[config.mk]
export PLATFORM = sky130hd
export DESIGN_NAME = mem_arbiter
export DESIGN_NICKNAME = d
export VERILOG_FILES = /design/src/rtl/mem_arbiter.sv
export SDC_FILE = /design/constraint.sdc
export NUM_CORES = 1
export LEC_CHECK = 0
export BUFFER_PORTS_ARGS = -buffer_cell sky130_fd_sc_hd__buf_2
export CORE_MARGIN = 5
export CORE_UTILIZATION = 35
export DETAILED_ROUTE_END_ITERATION = 16
export PLACE_DENSITY = 0.83
export SYNTH_ARGS = -nofsm -noshare
export SYNTH_HDL_FRONTEND = slang
export SYNTH_SLANG_ARGS = --single-unit
export TNS_END_PERCENT = 5
[constraint.sdc]
create_clock -name i_clk -period 2.4 [get_ports i_clk]
set_clock_uncertainty 0.2 [all_clocks]
set_input_delay 0.12 -clock i_clk [delete_from_list [all_inputs] [get_ports i_clk]]
set_output_delay 0.12 -clock i_clk [all_outputs]
set_load 0.01 [all_outputs]
[src/rtl/mem_arbiter.sv]
// -----------------------------------------------------------------------------
// mem_arbiter
//
// Shares one main-memory port between three requesters: the I-cache fill FSM,
// the D-cache fill FSM and the D-cache write-through (store) path.
// Fixed priority, decided only in IDLE: store > D-fill > I-fill.
//
// A store owns memory for exactly one cycle.
// A fill owns memory until FILL_WORDS read-valid beats have returned.
// At least one IDLE cycle separates consecutive owners.
//
// Request/done handshake (all three requesters):
//   - A requester raises x_req and holds it, with a stable address/data,
//     until it sees its done pulse (wr_done / ic_fill_done / dc_fill_done).
//   - A done pulse is high for exactly one cycle, in the cycle of the final
//     beat.
//   - A fill cannot be revoked. If x_req drops mid-fill, the grant still
//     holds until all FILL_WORDS valids arrive, because those reads are
//     already in flight.
//
// Ports
//   i_clk, i_rst_n            clock; asynchronous active-low reset
//   i_ic_req / i_ic_addr      I-fill request and word address
//   i_dc_req / i_dc_addr      D-fill request and word address
//   i_wr_req / i_wr_addr /
//   i_wr_data                 store request, address and data
//   i_memory_data_valid       read-data valid beat from memory
//   o_mem_en / o_mem_wr /
//   o_mem_addr / o_mem_wdata  memory command (zero when not driven)
//   o_ic_grant / o_dc_grant   registered fill-owner indication
//   o_ic_data_valid /
//   o_dc_data_valid           memory valid routed to the fill owner
//   o_ic_fill_done /
//   o_dc_fill_done / o_wr_done  one-cycle completion pulses
//   o_busy                    arbiter not in IDLE
//   o_dbg_state / o_dbg_rcnt  FSM state and return-beat counter (debug)
// -----------------------------------------------------------------------------
module mem_arbiter #(
    parameter int ADDR_W     = 16,
    parameter int DATA_W     = 16,
    parameter int FILL_WORDS = 8
) (
    input  logic                          i_clk,
    input  logic                          i_rst_n,
    input  logic                          i_ic_req,
    input  logic [ADDR_W-1:0]             i_ic_addr,
    input  logic                          i_dc_req,
    input  logic [ADDR_W-1:0]             i_dc_addr,
    input  logic                          i_wr_req,
    input  logic [ADDR_W-1:0]             i_wr_addr,
    input  logic [DATA_W-1:0]             i_wr_data,
    input  logic                          i_memory_data_valid,
    output logic                          o_mem_en,
    output logic                          o_mem_wr,
    output logic [ADDR_W-1:0]             o_mem_addr,
    output logic [DATA_W-1:0]             o_mem_wdata,
    output logic                          o_ic_grant,
    output logic                          o_dc_grant,
    output logic                          o_ic_data_valid,
    output logic                          o_dc_data_valid,
    output logic                          o_ic_fill_done,
    output logic                          o_dc_fill_done,
    output logic                          o_wr_done,
    output logic                          o_busy,
    output logic [1:0]                    o_dbg_state,
    output logic [$clog2(FILL_WORDS)-1:0] o_dbg_rcnt
);

    localparam int CNT_W = $clog2(FILL_WORDS);
    localparam logic [CNT_W-1:0] LAST_CNT = CNT_W'(FILL_WORDS - 1);

    typedef enum logic [1:0] {
        S_IDLE   = 2'd0,
        S_WRITE  = 2'd1,
        S_FILL_I = 2'd2,
        S_FILL_D = 2'd3
    } state_t;

    state_t           r_state;
    state_t           w_next_state;
    logic [CNT_W-1:0] r_rcnt;
    logic             r_ic_grant;
    logic             r_dc_grant;
    logic             w_in_fill;
    logic             w_last_beat;

    assign w_in_fill   = (r_state == S_FILL_I) || (r_state == S_FILL_D);
    // Final beat of a fill: a valid arriving while FILL_WORDS-1 beats are
    // already counted.
    assign w_last_beat = w_in_fill && i_memory_data_valid && (r_rcnt == LAST_CNT);

    // ---------------------------------------------------------------------
    // State register
    // ---------------------------------------------------------------------
    always_ff @(posedge i_clk or negedge i_rst_n) begin
        if (!i_rst_n) begin
            r_state <= S_IDLE;
        end else begin
            r_state <= w_next_state;
        end
    end

    // ---------------------------------------------------------------------
    // Next-state logic
    // ---------------------------------------------------------------------
    always_comb begin
        w_next_state = r_state;
        case (r_state)
            S_IDLE: begin
                if (i_wr_req) begin
                    w_next_state = S_WRITE;
                end else if (i_dc_req) begin
                    w_next_state = S_FILL_D;
                end else if (i_ic_req) begin
                    w_next_state = S_FILL_I;
                end
            end
            S_WRITE: begin
                w_next_state = S_IDLE;
            end
            S_FILL_I, S_FILL_D: begin
                // Requests are deliberately ignored here; only the final
                // beat ends a fill.
                if (w_last_beat) begin
                    w_next_state = S_IDLE;
                end
            end
            default: begin
                w_next_state = S_IDLE;
            end
        endcase
    end

    // ---------------------------------------------------------------------
    // Return-beat counter and registered grants
    // ---------------------------------------------------------------------
    always_ff @(posedge i_clk or negedge i_rst_n) begin
        if (!i_rst_n) begin
            r_rcnt     <= '0;
            r_ic_grant <= 1'b0;
            r_dc_grant <= 1'b0;
        end else begin
            // Holding the counter at zero in IDLE means every fill starts
            // from zero. It also means stray valids in IDLE or WRITE are
            // never counted.
            if (r_state == S_IDLE) begin
                r_rcnt <= '0;
            end else if (w_in_fill && i_memory_data_valid) begin
                // Wraps back to zero on the final beat.
                r_rcnt <= r_rcnt + CNT_W'(1);
            end
            r_ic_grant <= (w_next_state == S_FILL_I);
            r_dc_grant <= (w_next_state == S_FILL_D);
        end
    end

    // ---------------------------------------------------------------------
    // Output logic
    // ---------------------------------------------------------------------
    always_comb begin
        o_mem_en        = 1'b0;
        o_mem_wr        = 1'b0;
        o_mem_addr      = '0;
        o_mem_wdata     = '0;
        o_ic_data_valid = 1'b0;
        o_dc_data_valid = 1'b0;
        o_ic_fill_done  = 1'b0;
        o_dc_fill_done  = 1'b0;
        o_wr_done       = 1'b0;
        case (r_state)
            S_WRITE: begin
                o_mem_en    = 1'b1;
                o_mem_wr    = 1'b1;
                o_mem_addr  = i_wr_addr;
                o_mem_wdata = i_wr_data;
                o_wr_done   = 1'b1;
            end
            S_FILL_I: begin
                o_mem_en        = 1'b1;
                o_mem_addr      = i_ic_addr;
                o_ic_data_valid = i_memory_data_valid;
                o_ic_fill_done  = w_last_beat;
            end
            S_FILL_D: begin
                o_mem_en        = 1'b1;
                o_mem_addr      = i_dc_addr;
                o_dc_data_valid = i_memory_data_valid;
                o_dc_fill_done  = w_last_beat;
            end
            default: begin
            end
        endcase
    end

    assign o_ic_grant  = r_ic_grant;
    assign o_dc_grant  = r_dc_grant;
    assign o_busy      = (r_state != S_IDLE);
    assign o_dbg_state = r_state;
    assign o_dbg_rcnt  = r_rcnt;

endmodule
# Word level (Yosys, flattened, before mapping)
# Index checks and enable logic that the tools add are counted.
[word_totals]
register_bits = 7
latch_bits = 0
ram_bits = 0
mem_bits_ro = 0
input_bits = 70
output_inout_bits = 47
wordCells = 34
memories = 0
[classes]
add_sub_neg = 1
mul = 0
div_mod_pow = 0
magnitude_cmp = 0
eq_ne = 6
n_shift = 0
muxes = 15
n_bitwise = 0
n_reduce_logical = 8
[op_table]
columns = ["cell", "n"]
rows = [
  ["16-bit one-hot mux with 3 select lines", 1],
  ["16-bit 2-to-1 mux", 1],
  ["2-bit == test (second input constant)", 4],
  ["2-bit 2-to-1 mux", 4],
  ["1-bit 2-to-1 mux", 6],
  ["3-bit 2-to-1 mux", 2],
  ["2-bit one-hot mux with 3 select lines", 1],
  ["2-bit nonzero test", 2],
  ["3-bit by 1-bit adder with 3-bit output (second input constant)", 1],
  ["3-bit == test (second input constant)", 1],
  ["3-bit OR reduction", 1],
  ["2-bit by 1-bit == test with 1-bit output (second input constant)", 1],
  ["1-bit logical AND", 2],
  ["2-bit zero test", 1],
  ["2-bit OR reduction", 1],
  ["1-bit logical OR", 1],
]

# Longest topological paths before layout
[depth]
word_depth = 7
depth_mapped = 5
mapped_depth_nobuf = 4

# Worst setup path after synthesis
# No wires, ideal clock.
[synth_timing]
path_type = "reg-to-reg"
start = "register r_rcnt[0], in the netlist o_dbg_rcnt[0]"
end = "register r_rcnt[2], in the netlist o_dbg_rcnt[2]"
setup_time_ns = 0.121
t_arrival_ns = 1.308
t_required_ns = 2.079
path_slack_ns = 0.771
path_stages_with_launch = 5
path_buffers = 0
period_less_slack_ns = 1.629
cell_sequence = "dfrtp_1 -> ha_1 -> ha_1 -> mux2_2 -> a22o_1"
[synth_between]
elab_chain_cells = 3
[synth_lines]
columns = ["item", "line_no", "rtl"]
rows = [
  ["from (decl)", "81", "logic [CNT_W-1:0] r_rcnt;"],
  ["from (signal assigned)", "150", "r_rcnt <= r_rcnt + CNT_W'(1);"],
  ["3-bit by 1-bit adder with 3-bit output", "150", ""],
  ["3-bit 2-to-1 mux", "148", "end else if (w_in_fill && i_memory_data_valid) begin"],
  ["3-bit 2-to-1 mux", "146", "if (r_state == S_IDLE) begin"],
]
# Every way passes these cells. The select of a mux whose other input is x is not followed.
# A chain may end at the register's enable or synchronous reset.

# Final worst setup path
[layout_timing]
start = "register r_state[0], in the netlist o_dbg_state[0]"
end = "register r_dc_grant, in the netlist o_dc_grant"
[layout_between]
elab_chain_cells = 7
word_cells_on_any_way = 14
cone_classes = "4 x eq/ne; 5 x mux; 5 x reduce/logical"
[layout_lines]
columns = ["item", "line_no", "rtl"]
rows = [
  ["from (decl)", "79", "state_t r_state;"],
  ["from (signal assigned)", "99", "r_state <= w_next_state;"],
  ["2-bit == test", "87, 108", ""],
  ["1-bit logical OR", "87", "assign w_in_fill = (r_state == S_FILL_I) || (r_state == S_FILL_D);"],
  ["1-bit logical AND (2 in series)", "90", "assign w_last_beat = w_in_fill && i_memory_data_valid && (r_rcnt == LAST_CNT);"],
  ["2-bit 2-to-1 mux", "124", "if (w_last_beat) begin"],
  ["2-bit one-hot mux with 3 select lines *", "108", "case (r_state)"],
  ["2-bit == test *", "153", "r_dc_grant <= (w_next_state == S_FILL_D);"],
  ["to (signal assigned)", "153", ""],
  ["to (decl)", "83", "logic r_dc_grant;"],
]
# Mark *: on every way between the ends. The rest lies on a longest branch, timed or not.

==> metrics.txt <==
status finished, final reports clean; HP Class in -> async; Inserted Clock Buffers 3; grt ovf 0; remaining antenna violation count after routing 0; slowest library cell on the worst path dlygate4sd3_1; # DRC 0; post-synthesis mux area share around a quarter; TNS Setup 0 ns; clk buf depth 2; number of nets in the layout 284; Finish-stage setup viols 0; R2R Setup Slk approximately 0.25 ns; DP Wirelength 2.83 mm; Worst-Skew Late Latency approximately 0.24 ns; top post-synthesis cells by area dfrtp_1 (19%), a22o_1 (18%), mux2_4 (16%); ant diodes 0; Seq pwr share 18.2%; setup repair bufs after CTS 0; Int Power 0.000784 W; mapped cell area roughly 930 um2; Crit path max-delay family buffers and inverters; sw power around 0.0006 W; Placer Congestion 0.790; asr flop ratio synth 100%; Initial Util 37.1%; port bufs between 100 and 150; initial antenna violation count 0; clock group share of total power 7.2%; CTS resizes 0; 1st-iter DRT viols 22; DR WL/cell approximately 14 um; Worst Path Required 2.38 ns; Worst-Margin Slew approximately 0.52 ns; area occupied by registers roughly 180 um2; Yosys top cell area share around a fifth; Synth Warn # 0; combinational power share roughly three quarters; Final Cycle Share 89.5%; CTS sink count 7; DIE AREA between 0.003 and 0.004 mm2; Synth-to-Final Area Change 68.7%; Synth Area in Compound Gates 23.2%; vias in the first global route about 1100; leakage power slightly below 1 nW; RSZ-0062 raised after global routing no; share of layout cells above drive strength 1 69.2%; ys flop type dfrtp_1; Worst Setup End Kind flop; Multi-input gate area 673 um2; Worst Path Class, Setup reg -> reg; Routed WL roughly 3.5 mm; Die H around 62 um; EDFF count, synth 0; row count 18; Setup WS pre-CTS 0.563 ns; post-synthesis sequential area ratio a little under a fifth; Switching Share 43.6%; Syn Inst Count between 90 and 100; Relative slew margins between 60% and 70%; f_max between 400 and 500 MHz; H-tree Lvls 1; Die Wd between 60 and 70 um; IO Pins between 100 and 150; post-layout min period ~2.1 ns; CP bufs+invs 2; core area approximately 0.0025 mm2; Final Hold Fails 0; largest area contributor in the netlist dfrtp_1; Final Slew Violations 0; Synth top cells by count a22o_1 (19), and2_1 (19), mux2_4 (10), mux2_2 (8), dfrtp_1 (7); crit path cell chain buf_4 -> or2_1 -> o32ai_2 -> dlygate4sd3_1; drt pass-1 iters 4; Via-to-Cell Ratio around 5.0; DR vias about 1200; Arrival @ worst endpoint ~2.1 ns; Synth Area in Simple Gates between 10% and 20%; largest family of logic cells by synthesized area multiplexers; Max VDD drop 0.000525 V; # fillers approximately 230; Crit Path Max Fanout 16; Synth Area in XOR/XNOR 0.937%; Clock Pin Slew Worst Setup and Hold Paths roughly 0.050 ns; first-pass GRT wire length roughly 4.7 mm; Post-Synth Adder-Cell Area under 10%; CTS tree built; synthesized flop and latch total 7; CP Launch Type flop; Avg Synthesized Cell Area 10.0 um2; clk root buf clkbuf_4; PD cells 881 mW/mm2; largest net degree at the start of global routing 22; Final WS setup 0.253 ns; Syn Nets around 170; Total GRT Usage ~16%; hold-fix buffers at CTS 4; Slowest Stage Delay on Critical Path ~0.57 ns; max_cap viols 0; Yosys cell types 24
## sequential cells by signal, indices dropped and copies added (netlist names)
signal	count
o_dbg_rcnt	3
o_dc_grant	1
o_ic_grant	1
o_dbg_state	2
## worst register-to-register path: cells and delay by family, from the launching register on
family | cells | cell delay (ns)
AOI/OAI and AO/OA | 1 | 0.20
DFF | 1 | 0.56
buffers and inverters | 2 | 0.85
and+or+nand+nor | 1 | 0.27
## cells by family after synthesis
| family | count (synthesis) |
|---|---|
| simple gates | 29 |
| mux | 18 |
| buf+inv | 12 |
| flops | 7 |
| xor+xnor | 1 |
| compound gates | 24 |
| fa+ha+maj | 2 |
## routing by layer
layer	wire (um)	up-vias	share of wire (%)	track usage, %
met4	60	0	1.7	8.18
met2	1680	96	49	29.0
met5	0	-	0	0
met1	1110	514	32	16.6
li1	-	578	-	-
met3	609	8	18	6.71
## stage by stage
stage / instances / hold WS (ns) / utilization, % / power (W) / area [um2]
2_1_floorplan: 93 / -0.376 / - / 0.000949 / 935
3_3_place_gp: 232 / -0.241 / 59.5 / 0.00126 / 1500
3_5_place_dp: 232 / -0.241 / 59.5 / 0.00127 / 1500
4_1_cts: 240 / 0.00178 / 62.1 / 0.00139 / 1570
5_1_grt: 241 / 0.0782 / 62.5 / 0.00150 / 1580
6_report: 241 / 0.0467 / 62.5 / 0.00139 / 1580
## final timing paths
| check | startpoint | endpoint | cells after the start |
|---|---|---|---|
| min reg2reg | o_dbg_rcnt[2] | o_dbg_rcnt[2] | 1 |
| max in group asynchronous | i_rst_n | o_dc_grant | 2 |
| max | o_dbg_state[0] | o_dc_grant | 4 |
| min in group i_clk | i_memory_data_valid | o_ic_grant | 3 |
| max reg2reg | o_dbg_state[0] | o_dc_grant | 4 |
| min | i_rst_n | o_dbg_rcnt[2] | 2 |
## power groups by stage
| stage | clock network [W] | registers, W | logic (W) |
|---|---|---|---|
| after floorplan | 0 | 0.000239 | 0.000710 |
| after global placement | 0 | 0.000247 | 0.00101 |
| after detailed placement | 0 | 0.000255 | 0.00102 |
| after CTS | 0.000105 | 0.000252 | 0.00104 |
| after global routing | 0.000113 | 0.000265 | 0.00113 |
| final | 0.000100 | 0.000253 | 0.00104 |
## placed cells by master, fill, tap and decap left out, drive strengths merged, types with 4 or more instances in the layout
master / count
mux2: 18
clkbuf: 4
dlygate4sd3: 5
and2: 19
buf: 120
a22o: 19
dfrtp: 7
## layout make-up
cell class / instances / share of cell area, %
Inverter: 1 / 0.238
Clock buffer: 4 / 1.67
Multi-Input combinational cell: 74 / 42.7
Sequential cell: 7 / 11.1
Tap cell: 30 / 2.38
Timing Repair Buffer: 125 / 41.9
Note: power is estimated with default switching activity, not from simulation.
